$ cat src/rtl/alu_arbiter_pkg.sv
// Shared op codes, FSM state encoding and op validity helper for the dALU arbiter.
package alu_arbiter_pkg;

  localparam logic [7:0] OpAdd  = 8'h01;
  localparam logic [7:0] OpAdc  = 8'h02;
  localparam logic [7:0] OpSub  = 8'h03;
  localparam logic [7:0] OpSuc  = 8'h04;
  localparam logic [7:0] OpMul8 = 8'h05;
  localparam logic [7:0] OpCmp  = 8'h09;

  typedef enum logic [1:0] {
    StIdle = 2'd0,
    StExec = 2'd1,
    StCapt = 2'd2,
    StResp = 2'd3
  } state_e;

  // Ops the shared ALU is allowed to see; anything else (DIV8 included) is answered with zeros.
  function automatic logic is_valid_op(input logic [7:0] op);
    case (op)
      OpAdd, OpAdc, OpSub, OpSuc, OpMul8, OpCmp: return 1'b1;
      default:                                   return 1'b0;
    endcase
  endfunction

endpackage

$ cat src/rtl/alu_arbiter_if.sv
// Requester, response and ALU-side signal bundle of the dALU arbiter.
interface alu_arbiter_if #(
  parameter int unsigned NREQ = 2
);
  logic [NREQ-1:0]      req_valid;
  logic [NREQ-1:0]      req_ready;
  logic [8*NREQ-1:0]    req_op;
  logic [16*NREQ-1:0]   req_a;
  logic [16*NREQ-1:0]   req_b;
  logic [NREQ-1:0]      req_cf;
  logic [NREQ-1:0]      rsp_valid;
  logic [15:0]          rsp_acc;
  logic                 rsp_c;
  logic                 rsp_z;
  logic                 rsp_o;
  logic                 busy;
  logic [15:0]          alu_a;
  logic [15:0]          alu_b;
  logic [7:0]           alu_op;
  logic                 alu_cf;
  logic [15:0]          alu_acc;
  logic                 alu_c;
  logic                 alu_z;
  logic                 alu_o;

  // Environment side: requesters plus the ALU itself.
  modport master (
    output req_valid, req_op, req_a, req_b, req_cf,
    input  req_ready, rsp_valid, rsp_acc, rsp_c, rsp_z, rsp_o, busy,
    input  alu_a, alu_b, alu_op, alu_cf,
    output alu_acc, alu_c, alu_z, alu_o
  );

  // Arbiter side.
  modport slave (
    input  req_valid, req_op, req_a, req_b, req_cf,
    output req_ready, rsp_valid, rsp_acc, rsp_c, rsp_z, rsp_o, busy,
    output alu_a, alu_b, alu_op, alu_cf,
    input  alu_acc, alu_c, alu_z, alu_o
  );
endinterface

$ cat src/rtl/alu_arbiter_rr.sv
// Combinational round-robin grant: first valid requester at or after the pointer.
module alu_arbiter_rr #(
  parameter int unsigned NREQ = 2,
  localparam int unsigned IdxW = (NREQ > 1) ? $clog2(NREQ) : 1
) (
  input  logic [NREQ-1:0] valid,
  input  logic [IdxW-1:0] ptr,
  output logic [NREQ-1:0] gnt,
  output logic [IdxW-1:0] gnt_idx
);

  localparam logic [IdxW:0] NreqW = (IdxW + 1)'(NREQ);

  logic [IdxW:0] cand;
  logic          found;

  always_comb begin
    gnt     = '0;
    gnt_idx = '0;
    found   = 1'b0;
    cand    = '0;
    for (int unsigned off = 0; off < NREQ; off++) begin
      // Extra bit lets the sum exceed NREQ-1 before the wrap.
      cand = {1'b0, ptr} + (IdxW + 1)'(off);
      if (cand >= NreqW) begin
        cand = cand - NreqW;
      end
      if (!found && valid[cand[IdxW-1:0]]) begin
        found                 = 1'b1;
        gnt_idx               = cand[IdxW-1:0];
        gnt[cand[IdxW-1:0]]   = 1'b1;
      end
    end
  end

endmodule

$ cat src/rtl/alu_arbiter.sv
// Shares one registered 16-bit ALU between NREQ requesters, one op in flight, round-robin grant.
module alu_arbiter
  import alu_arbiter_pkg::*;
#(
  parameter int unsigned NREQ = 2
) (
  input  logic      clk,
  input  logic      rst,
  alu_arbiter_if.slave bus
);

  localparam int unsigned      IdxW    = (NREQ > 1) ? $clog2(NREQ) : 1;
  localparam logic [IdxW-1:0]  LastIdx = IdxW'(NREQ - 1);

  state_e            state_q, state_d;
  logic [IdxW-1:0]   ptr_q, idx_q, gnt_idx;
  logic [NREQ-1:0]   gnt, rsp_valid_q;
  logic              accept;

  logic [7:0]        op_q, sel_op, alu_op_q;
  logic [15:0]       sel_a, sel_b, alu_a_q, alu_b_q;
  logic              sel_cf, alu_cf_q;

  logic [15:0]       cap_acc, rsp_acc_q;
  logic              cap_c, cap_z, cap_o, rsp_c_q, rsp_z_q, rsp_o_q;

  alu_arbiter_rr #(
    .NREQ(NREQ)
  ) u_rr (
    .valid   (bus.req_valid),
    .ptr     (ptr_q),
    .gnt     (gnt),
    .gnt_idx (gnt_idx)
  );

  assign sel_op = bus.req_op[{gnt_idx, 3'b000} +: 8];
  assign sel_a  = bus.req_a[{gnt_idx, 4'b0000} +: 16];
  assign sel_b  = bus.req_b[{gnt_idx, 4'b0000} +: 16];
  assign sel_cf = bus.req_cf[gnt_idx];

  always_comb begin
    state_d       = state_q;
    accept        = 1'b0;
    bus.req_ready = '0;
    case (state_q)
      StIdle: begin
        bus.req_ready = rst ? '0 : gnt;
        accept        = |gnt;
        if (accept) begin
          state_d = StExec;
        end
      end
      StExec:  state_d = StCapt;
      StCapt:  state_d = StResp;
      StResp:  state_d = StIdle;
      default: state_d = StIdle;
    endcase
  end

  // MUL8 leaves c/o stale and CMP leaves acc stale in the ALU, so those are masked here.
  always_comb begin
    cap_acc = bus.alu_acc;
    cap_c   = bus.alu_c;
    cap_z   = bus.alu_z;
    cap_o   = bus.alu_o;
    if (!is_valid_op(op_q)) begin
      cap_acc = '0;
      cap_c   = 1'b0;
      cap_z   = 1'b0;
      cap_o   = 1'b0;
    end else if (op_q == OpMul8) begin
      cap_c   = 1'b0;
      cap_o   = 1'b0;
    end else if (op_q == OpCmp) begin
      cap_acc = '0;
    end
  end

  always_ff @(posedge clk) begin
    if (rst) begin
      state_q     <= StIdle;
      ptr_q       <= '0;
      idx_q       <= '0;
      op_q        <= '0;
      alu_op_q    <= '0;
      alu_a_q     <= '0;
      alu_b_q     <= '0;
      alu_cf_q    <= 1'b0;
      rsp_valid_q <= '0;
      rsp_acc_q   <= '0;
      rsp_c_q     <= 1'b0;
      rsp_z_q     <= 1'b0;
      rsp_o_q     <= 1'b0;
    end else begin
      state_q     <= state_d;
      alu_op_q    <= '0;
      rsp_valid_q <= '0;
      case (state_q)
        StIdle: begin
          if (accept) begin
            idx_q    <= gnt_idx;
            op_q     <= sel_op;
            alu_a_q  <= sel_a;
            alu_b_q  <= sel_b;
            alu_cf_q <= sel_cf;
            alu_op_q <= is_valid_op(sel_op) ? sel_op : 8'h00;
          end
        end
        StCapt: begin
          rsp_acc_q   <= cap_acc;
          rsp_c_q     <= cap_c;
          rsp_z_q     <= cap_z;
          rsp_o_q     <= cap_o;
          rsp_valid_q <= NREQ'(1) << idx_q;
        end
        StResp: begin
          ptr_q <= (idx_q == LastIdx) ? '0 : idx_q + 1'b1;
        end
        default: ;
      endcase
    end
  end

  assign bus.busy      = (state_q != StIdle);
  assign bus.alu_op    = alu_op_q;
  assign bus.alu_a     = alu_a_q;
  assign bus.alu_b     = alu_b_q;
  assign bus.alu_cf    = alu_cf_q;
  assign bus.rsp_valid = rsp_valid_q;
  assign bus.rsp_acc   = rsp_acc_q;
  assign bus.rsp_c     = rsp_c_q;
  assign bus.rsp_z     = rsp_z_q;
  assign bus.rsp_o     = rsp_o_q;

endmodule
$ cat src/flat_wrapper.sv
// flat-port wrapper written by rule: the top's interface ports become plain ports
module alu_arbiter_flat import alu_arbiter_pkg::*;
#(
  parameter int unsigned NREQ = 2
)
  (clk, rst, bus_req_valid, bus_req_op, bus_req_a, bus_req_b, bus_req_cf, bus_req_ready, bus_rsp_valid, bus_rsp_acc, bus_rsp_c, bus_rsp_z, bus_rsp_o, bus_busy, bus_alu_a, bus_alu_b, bus_alu_op, bus_alu_cf, bus_alu_acc, bus_alu_c, bus_alu_z, bus_alu_o);
  alu_arbiter_if #(.NREQ(NREQ)) bus_i ();
  input  logic clk;
  input  logic rst;
  input wire logic [$bits(bus_i.req_valid)-1:0] bus_req_valid;
  input wire logic [$bits(bus_i.req_op)-1:0] bus_req_op;
  input wire logic [$bits(bus_i.req_a)-1:0] bus_req_a;
  input wire logic [$bits(bus_i.req_b)-1:0] bus_req_b;
  input wire logic [$bits(bus_i.req_cf)-1:0] bus_req_cf;
  output wire logic [$bits(bus_i.req_ready)-1:0] bus_req_ready;
  output wire logic [$bits(bus_i.rsp_valid)-1:0] bus_rsp_valid;
  output wire logic [$bits(bus_i.rsp_acc)-1:0] bus_rsp_acc;
  output wire logic [$bits(bus_i.rsp_c)-1:0] bus_rsp_c;
  output wire logic [$bits(bus_i.rsp_z)-1:0] bus_rsp_z;
  output wire logic [$bits(bus_i.rsp_o)-1:0] bus_rsp_o;
  output wire logic [$bits(bus_i.busy)-1:0] bus_busy;
  output wire logic [$bits(bus_i.alu_a)-1:0] bus_alu_a;
  output wire logic [$bits(bus_i.alu_b)-1:0] bus_alu_b;
  output wire logic [$bits(bus_i.alu_op)-1:0] bus_alu_op;
  output wire logic [$bits(bus_i.alu_cf)-1:0] bus_alu_cf;
  input wire logic [$bits(bus_i.alu_acc)-1:0] bus_alu_acc;
  input wire logic [$bits(bus_i.alu_c)-1:0] bus_alu_c;
  input wire logic [$bits(bus_i.alu_z)-1:0] bus_alu_z;
  input wire logic [$bits(bus_i.alu_o)-1:0] bus_alu_o;
  assign bus_i.req_valid = bus_req_valid;
  assign bus_i.req_op = bus_req_op;
  assign bus_i.req_a = bus_req_a;
  assign bus_i.req_b = bus_req_b;
  assign bus_i.req_cf = bus_req_cf;
  assign bus_req_ready = bus_i.req_ready;
  assign bus_rsp_valid = bus_i.rsp_valid;
  assign bus_rsp_acc = bus_i.rsp_acc;
  assign bus_rsp_c = bus_i.rsp_c;
  assign bus_rsp_z = bus_i.rsp_z;
  assign bus_rsp_o = bus_i.rsp_o;
  assign bus_busy = bus_i.busy;
  assign bus_alu_a = bus_i.alu_a;
  assign bus_alu_b = bus_i.alu_b;
  assign bus_alu_op = bus_i.alu_op;
  assign bus_alu_cf = bus_i.alu_cf;
  assign bus_i.alu_acc = bus_alu_acc;
  assign bus_i.alu_c = bus_alu_c;
  assign bus_i.alu_z = bus_alu_z;
  assign bus_i.alu_o = bus_alu_o;
  alu_arbiter #(.NREQ(NREQ)) u_core (.clk(clk), .rst(rst), .bus(bus_i));
endmodule
$ cat config.mk
export PLATFORM = sky130hd
export DESIGN_NAME = alu_arbiter_flat
export DESIGN_NICKNAME = d
export VERILOG_FILES = /design/src/rtl/alu_arbiter_pkg.sv /design/src/rtl/alu_arbiter_if.sv /design/src/rtl/alu_arbiter_rr.sv /design/src/rtl/alu_arbiter.sv /design/src/flat_wrapper.sv
export SDC_FILE = /design/constraint.sdc
export NUM_CORES = 1
export LEC_CHECK = 0
export ABC_CLOCK_PERIOD_IN_PS = 1700
export CORE_MARGIN = 2
export CORE_UTILIZATION = 32
export DETAILED_ROUTE_END_ITERATION = 12
export PLACE_DENSITY = 0.77
export SYNTH_ARGS = -nofsm -noshare
export SYNTH_HDL_FRONTEND = slang
export SYNTH_SLANG_ARGS = --single-unit
$ cat constraint.sdc
create_clock -name clk -period 1.7 [get_ports clk]
set_input_delay 0.425 -clock clk [delete_from_list [all_inputs] [get_ports clk]]
set_output_delay 0.425 -clock clk [all_outputs]
set_load 0.02 [all_outputs]
==> results of run 1 <==
[routing by layer]
| layer | GRT usage, % | vias to the layer above |
|---|---|---|
| li1 | - | 1551 |
| met1 | 19.2 | 1441 |
| met2 | 30.1 | 112 |
| met3 | 5.12 | 18 |
| met4 | 7.14 | 0 |
| met5 | 0 | - |
[layout make-up]
class                      instances  share of cell area [%]
tap                              133                    3.01
inverter                           5                   0.384
sequential                        74                    26.8
clock buffer                      11                    2.56
timing repair buffer             200                    34.7
multi-input combinational        228                    30.3
clock inverter                     5                    2.26
[power breakdown]
group / total, µW / switching (µW) / internal, µW / leakage [µW]
combinational: 3230 / 1750 / 1480 / 0.00183
sequential: 2440 / 260 / 2180 / 0.000610
clock: 1800 / 640 / 1160 / 0.000134
total: 7470 / 2650 / 4820 / 0.00257
[sequential cells by signal, summed over array words and instances, names as in the netlist]
signal and flops:
u_core.bus.rsp_z 1, u_core.ptr_q 1, u_core.bus.alu_b 16, u_core.state_q 2, u_core.bus.rsp_o 1, u_core.bus.rsp_valid 2, u_core.bus.alu_cf 1, u_core.bus.alu_op 8
u_core.bus.rsp_acc 16, u_core.op_q 8, u_core.idx_q 1, u_core.bus.rsp_c 1, u_core.bus.alu_a 16
[repair_timing]
action / CTS / global route
setup buffers: 5 / 1
endpoints found under the setup margin: 90 / 11
pin swaps: 6 / 3
gates cloned: 0 / 0
resized for setup: 85 / 13
hold endpoints to repair: 0 / 0
[final timing paths]
kind	cells past startpoint	from	slack, ns	to
worst max-delay path	5	u_core.state_q[0]	-0.03	bus_req_ready[0]
worst min-delay path	2	u_core.bus.rsp_z	0.48	u_core.bus.rsp_z
worst max register to register	8	u_core.state_q[0]	0.08	u_core.bus.rsp_acc[1]
worst min register to register	2	u_core.bus.rsp_z	0.48	u_core.bus.rsp_z
[kinds of logic after synthesis]
family                     count (synthesis)  synth area share [%]
muxes                                     43                  13.3
adders and majority gates                  3                  1.16
buffers and inverters                     30                  5.17
AOI/OAI and AO/OA                         79                  18.6
and+or+nand+nor                           99                  16.0
DFF                                       74                  45.7
other                                      1                 0.116
[critical path: stages, from the launching register on]
cell and delay, ns:
dfxtp_2 0.33, inv_2 0.07, ha_4 0.15, nand2b_4 0.07, a211oi_4 0.20, buf_6 0.15
[cells in the mapped netlist (5+ instances only)]
cell type and number:
a211oi_1 43, a21oi_1 11, a21oi_2 10, buf_2 8
buf_6 5, clkbuf_1 8, dfxtp_1 74, inv_1 5
mux2i_1 42, nor2_1 53, nor2_2 10, nor2b_1 17
[metrics by stage]
stage / setup WS [ns] / hold WS (ns) / cell area (µm²) / utilization (%) / std cells
final: -0.0266 / 0.485 / 5530 / 56.3 / 656
after global routing: -0.0929 / 0.502 / 5530 / 56.3 / 656
after CTS: -0.0965 / 0.488 / 5480 / 55.8 / 655
after detailed placement: -0.621 / 0.481 / 5210 / 53.1 / 635
after global placement: -0.572 / 0.464 / 5210 / 53.1 / 635
after floorplan: 0.0984 / 0.430 / 3260 / - / 332
==> flow_summary.yaml, run 1 <==
run_status:
  outcome: "complete, but fails checks"
  violations: "negative setup slack"
clock_tree:
  root_buffer: "clkbuf_8"
  cts_tree: "done"
  clockBufferDepth: 2
  h-tree-depth: 3
  cts.sinks: 74
  cts_buffers: 9
  insertion_delay_ns: 0.34
  clkSlewWorstSetupHoldPaths_ns: 0.07
  cts_hold_buf: 0
sta:
  max_slew_margin_pct: 51.0
  maxSlewViolCount: 0
  min_period_ns: 1.73
  rsz0062_at_grt: "yes"
  fmax_ghz: 0.579
  setup_violations: 1
  fin_tns_setup_ns: -0.0266
  tightestPinTransition_ns: 0.736
  worst_slack_ns: -0.0266
  report.final.hold_viol_count: 0
  period_share_pct: 102
  skew_ns: 0.00912
setup_path:
  worstSetupPathType: "flip-flop to primary output"
  path_max_fanout: 2
  cp-start-kind: "flip-flop"
  endpoint_kind: "primary output"
  crit_required_ns: 1.27
  crit_arrival_ns: 1.30
routing:
  drt-initial-drc-count: 51
  routed.top_layer: "met4"
  wl_met2_um: 4610
  wl_met3_um: 624
  vias: 3122
  wl_um: 9330
  wl_per_cell_um: 14.2
  drt-vias-per-instance: 4.76
  dr.pass1.iters: 4
  drc: 0
  wl_met1_um: 3870
  drtAntennaViolNets: 0
place:
  place_congestion: 0.769
  io_buffers: 169
  place_hpwl_um: 7070
final_layout:
  nFillCells: 915
  area_delta_synth_final_pct: 70.7
  register_area_mm2: 0.00148
  nNetsFinal: 626
  drive_gt1_share_pct: 17.4
  mostFrequentLayoutCells: "clkdlybuf4s50_1, dfxtp_1, dlygate4sd2_1, nor2_1"
  multi_input_area_mm2: 0.00167
  diodes: 0
  final_common_cell: "clkdlybuf4s50_1"
global_routing:
  grt_usage_pct: 17.1
  grt_max_degree: 66
  gr-total-overflow: 0
  antenna_found_initial: 0
  grt_pass1_wl_um: 15200
  grt_pass1_vias: 3207
floorplanning:
  num_rows: 36
  dieArea_mm2: 0.0110
  io_pins: 170
  die_x_um: 105
  initial_utilization_pct: 33.0
  die_h_um: 105
  coreArea_mm2: 0.00982
pwr:
  p_leak_uw: 0.00257
  powerDensity_mw_per_mm2: 1350
  power.total_uw: 7470
  peakVddDrop_mv: 0.628
logic_synthesis:
  synth_area_leaders: "dfxtp_1, mux2i_1, a211oi_1"
  synth_largest_area_cell: "dfxtp_1"
  synthFlopType: "dfxtp_1"
  synthCells: 329
  ys_seq_area_share_pct: 45.7
  yosysWarnings: 0
  netlist_area_mm2: 0.00324
  async_reset_ff_share_pct: 0
  synth-edff-count: 0
  synth_top_area_share_pct: 45.7
  yosys.cell_types.count: 38
  ys_ff_latch: 74
  syn_avg_cell_area_um2: 9.85
flow_run:
  cap_violations: 0
worst_hold_path:
  hp-class: "flip-flop to flip-flop"
No activity file was read; power rests on OpenSTA's default activity.
==> run 2, diff against run 1 <==
--- a/config.mk
+++ b/config.mk
@@ -13,3 +13,4 @@
 export SYNTH_ARGS = -nofsm -noshare
 export SYNTH_HDL_FRONTEND = slang
 export SYNTH_SLANG_ARGS = --single-unit
+export TNS_END_PERCENT = 30
==> results of run 2 <==
Final layout, timing and power as in run 1 (identical DEF).
==> run 3, diff against run 2 <==
--- a/config.mk
+++ b/config.mk
@@ -9,8 +9,10 @@
 export CORE_MARGIN = 2
 export CORE_UTILIZATION = 32
 export DETAILED_ROUTE_END_ITERATION = 12
-export PLACE_DENSITY = 0.77
+export GPL_TIMING_DRIVEN = 0
+export PLACE_DENSITY = 0.79
 export SYNTH_ARGS = -nofsm -noshare
 export SYNTH_HDL_FRONTEND = slang
+export SYNTH_HIERARCHICAL = 1
 export SYNTH_SLANG_ARGS = --single-unit
-export TNS_END_PERCENT = 30
+export TNS_END_PERCENT = 10
==> flow_summary.yaml, run 3 <==
final_layout:
  design_area_mm2: 0.00536
  area_delta_synth_final_pct: 75.9
  finish.utilization_pct: 58.0
  mostFrequentLayoutCells: "clkdlybuf4s50_1, dfxtp_1, dlygate4sd2_1, nor2_1"
  nFillCells: 826
  nNetsFinal: 595
  drive_gt1_share_pct: 17.9
  final_common_cell: "clkdlybuf4s50_1"
sta:
  worst_slack_ns: -0.0742
  min_period_ns: 1.77
  skew_ns: 0.00520
  setup_violations: 16
  tightestPinTransition_ns: 0.523
  period_share_pct: 104
  report.final.hold_viol_count: 0
  rsz0062_at_grt: "yes"
  maxSlewViolCount: 0
  max_slew_margin_pct: 65.1
  fmax_ghz: 0.564
logic_synthesis:
  synth_area_leaders: "dfxtp_1, mux2i_1, a211oi_1"
  yosysWarnings: 6
  synthFlopType: "dfxtp_1"
  ys_seq_area_share_pct: 48.6
  syn_avg_cell_area_um2: 10.4
  async_reset_ff_share_pct: 0
  synth-edff-count: 0
  yosys.cell_types.count: 36
  synth_top_area_share_pct: 48.6
  synth_largest_area_cell: "dfxtp_1"
  ys_ff_latch: 74
  synth_common_cells: "dfxtp_1, nor2_1, mux2i_1"
  synth_most_common_cell: "dfxtp_1"
  synthCells: 293
  netlist_area_mm2: 0.00305
clock_tree:
  h-tree-depth: 3
  cts_tree: "done"
  cts.sinks: 74
  cts_buffers: 9
  root_buffer: "clkbuf_8"
  clkSlewWorstSetupHoldPaths_ns: 0.08
  insertion_delay_ns: 0.35
  clockBufferDepth: 2
  cts_hold_buf: 0
setup_path:
  endpoint_kind: "flip-flop"
  r2r_end: "u_core/bus.rsp_acc[15]"
  crit_top_cell: "buf_4"
  worstSetupPathType: "flip-flop to flip-flop"
  ff2ff_path_depth: 7
  reg2reg_slack_ns: -0.07
  crit_buf_inv: 3
  cp_slowest_cell: "nor4b_4"
  r2r_start: "u_core/state_q[1]"
  cp-start-kind: "flip-flop"
  cp_cell_sequence: "buf_4 -> ha_2 -> or2b_4 -> nor4b_4 -> buf_4 -> buf_6 -> a22o_2"
  cp_top_family: "simple AND/OR/NAND/NOR gates"
  crit_required_ns: 2.00
  crit_arrival_ns: 2.07
  path_max_fanout: 5
  critical-path-max-stage-delay_ns: 0.36
place:
  place_hpwl_um: 6960
  place_congestion: 0.733
  place_area_mm2: 0.00491
  dp_slack_ns: -0.743
  io_buffers: 169
global_routing:
  grt_pass1_vias: 2913
  grt_usage_pct: 17.2
  antenna_found_initial: 1
  gr-total-overflow: 0
  grt_max_degree: 15
  grt_pass1_wl_um: 13900
floorplanning:
  dieArea_mm2: 0.0103
  num_rows: 35
  io_pins: 170
  die_h_um: 102
  die_x_um: 102
  initial_utilization_pct: 33.0
  coreArea_mm2: 0.00924
routing:
  drt-initial-drc-count: 36
  drt-vias-per-instance: 4.73
  dr.pass1.iters: 4
  vias: 2941
  wl_per_cell_um: 14.9
  drtAntennaViolNets: 0
  wl_um: 9290
  drc: 0
run_status:
  violations: "negative setup slack"
  outcome: "complete, but fails checks"
worst_hold_path:
  hp-class: "flip-flop to flip-flop"
  min_to: "u_core/bus.rsp_valid[0]"
  min-delay-start: "u_core/idx_q"
  hold_depth: 1
flow_run:
  cap_violations: 0
pwr:
  peakVddDrop_mv: 0.526
  powerDensity_mw_per_mm2: 1330
  p_leak_uw: 0.00232
## run 3: repair_timing
action,in CTS,in global routing
setup buffers,6,3
resized for setup,119,20
endpoints found under the setup margin,128,60
cloned,1,1
pin swaps,2,1
## run 3: how the worst max path moves through the flow
| stage | endpoint | slack [ns] | from | cells past startpoint |
|---|---|---|---|---|
| 6_report | u_core/bus.rsp_acc[15] | -0.07 | u_core/state_q[1] | 7 |
| 3_3_place_gp | bus_req_ready[1] | -0.72 | bus_req_valid[1] | 4 |
| 4_1_cts | bus_req_ready[1] | -0.08 | u_core/state_q[1] | 5 |
| 2_1_floorplan | u_core/bus.rsp_acc[0] | 0.05 | u_core/state_q[0] | 6 |
| 5_1_grt | u_core/bus.rsp_acc[13] | -0.15 | u_core/state_q[1] | 7 |
| 3_5_place_dp | u_core/bus.alu_op[1] | -0.74 | bus_req_valid[1] | 6 |
## run 3: power breakdown
part | leakage, µW | switching, µW | total, µW | internal [µW]
clock network | 0.000122 | 683 | 1670 | 989
registers | 0.000609 | 261 | 2430 | 2170
logic | 0.00159 | 1670 | 3060 | 1390
## run 3: layout make-up
class / count / area [µm²] / area share [%]
Timing Repair Buffer: 180 / 1690 / 31.5
Clock buffer: 9 / 124 / 2.31
Buffer: 21 / 153 / 2.85
Antenna cell: 1 / 2.50 / 0.0467
Tap cell: 129 / 161 / 3.01
Clock inverter: 7 / 126 / 2.36
Inverter: 5 / 18.8 / 0.350
Multi-Input combinational cell: 196 / 1600 / 29.9
Sequential cell: 74 / 1490 / 27.7
## run 3: kinds of logic (layout without fill, tap and decap cells)
family / count (synthesis) / after routing / share of synthesized area, %
other: 1 / 5 / 0.123
buffers and inverters: 26 / 222 / 4.23
multiplexers: 47 / 47 / 15.6
AO/OA/AOI/OAI: 69 / 69 / 18.4
adder cells (fa/ha/maj): 4 / 4 / 1.56
AND/OR/NAND/NOR: 72 / 72 / 11.5
flip-flops: 74 / 74 / 48.6
## run 3: per-stage QoR
stage / total power (µW) / cells / TNS (ns) / hold WS [ns]
after floorplan: 4150 / 296 / 0 / 0.413
after global placement: 5370 / 594 / -39.16 / 0.426
after detailed placement: 5470 / 594 / -42.82 / 0.432
after CTS: 7150 / 617 / -0.797 / 0.452
after global routing: 7600 / 622 / -2.20 / 0.492
final: 7160 / 622 / -0.756 / 0.446
## run 3: per-layer routing
| metal | vias to the layer above | track usage, % | share of wire (%) |
|---|---|---|---|
| li1 | 1455 | - | - |
| met1 | 1361 | 18.2 | 39 |
| met2 | 116 | 31.5 | 51 |
| met3 | 9 | 6.14 | 8.6 |
| met4 | 0 | 6.24 | 1.1 |
| met5 | - | 0 | 0 |
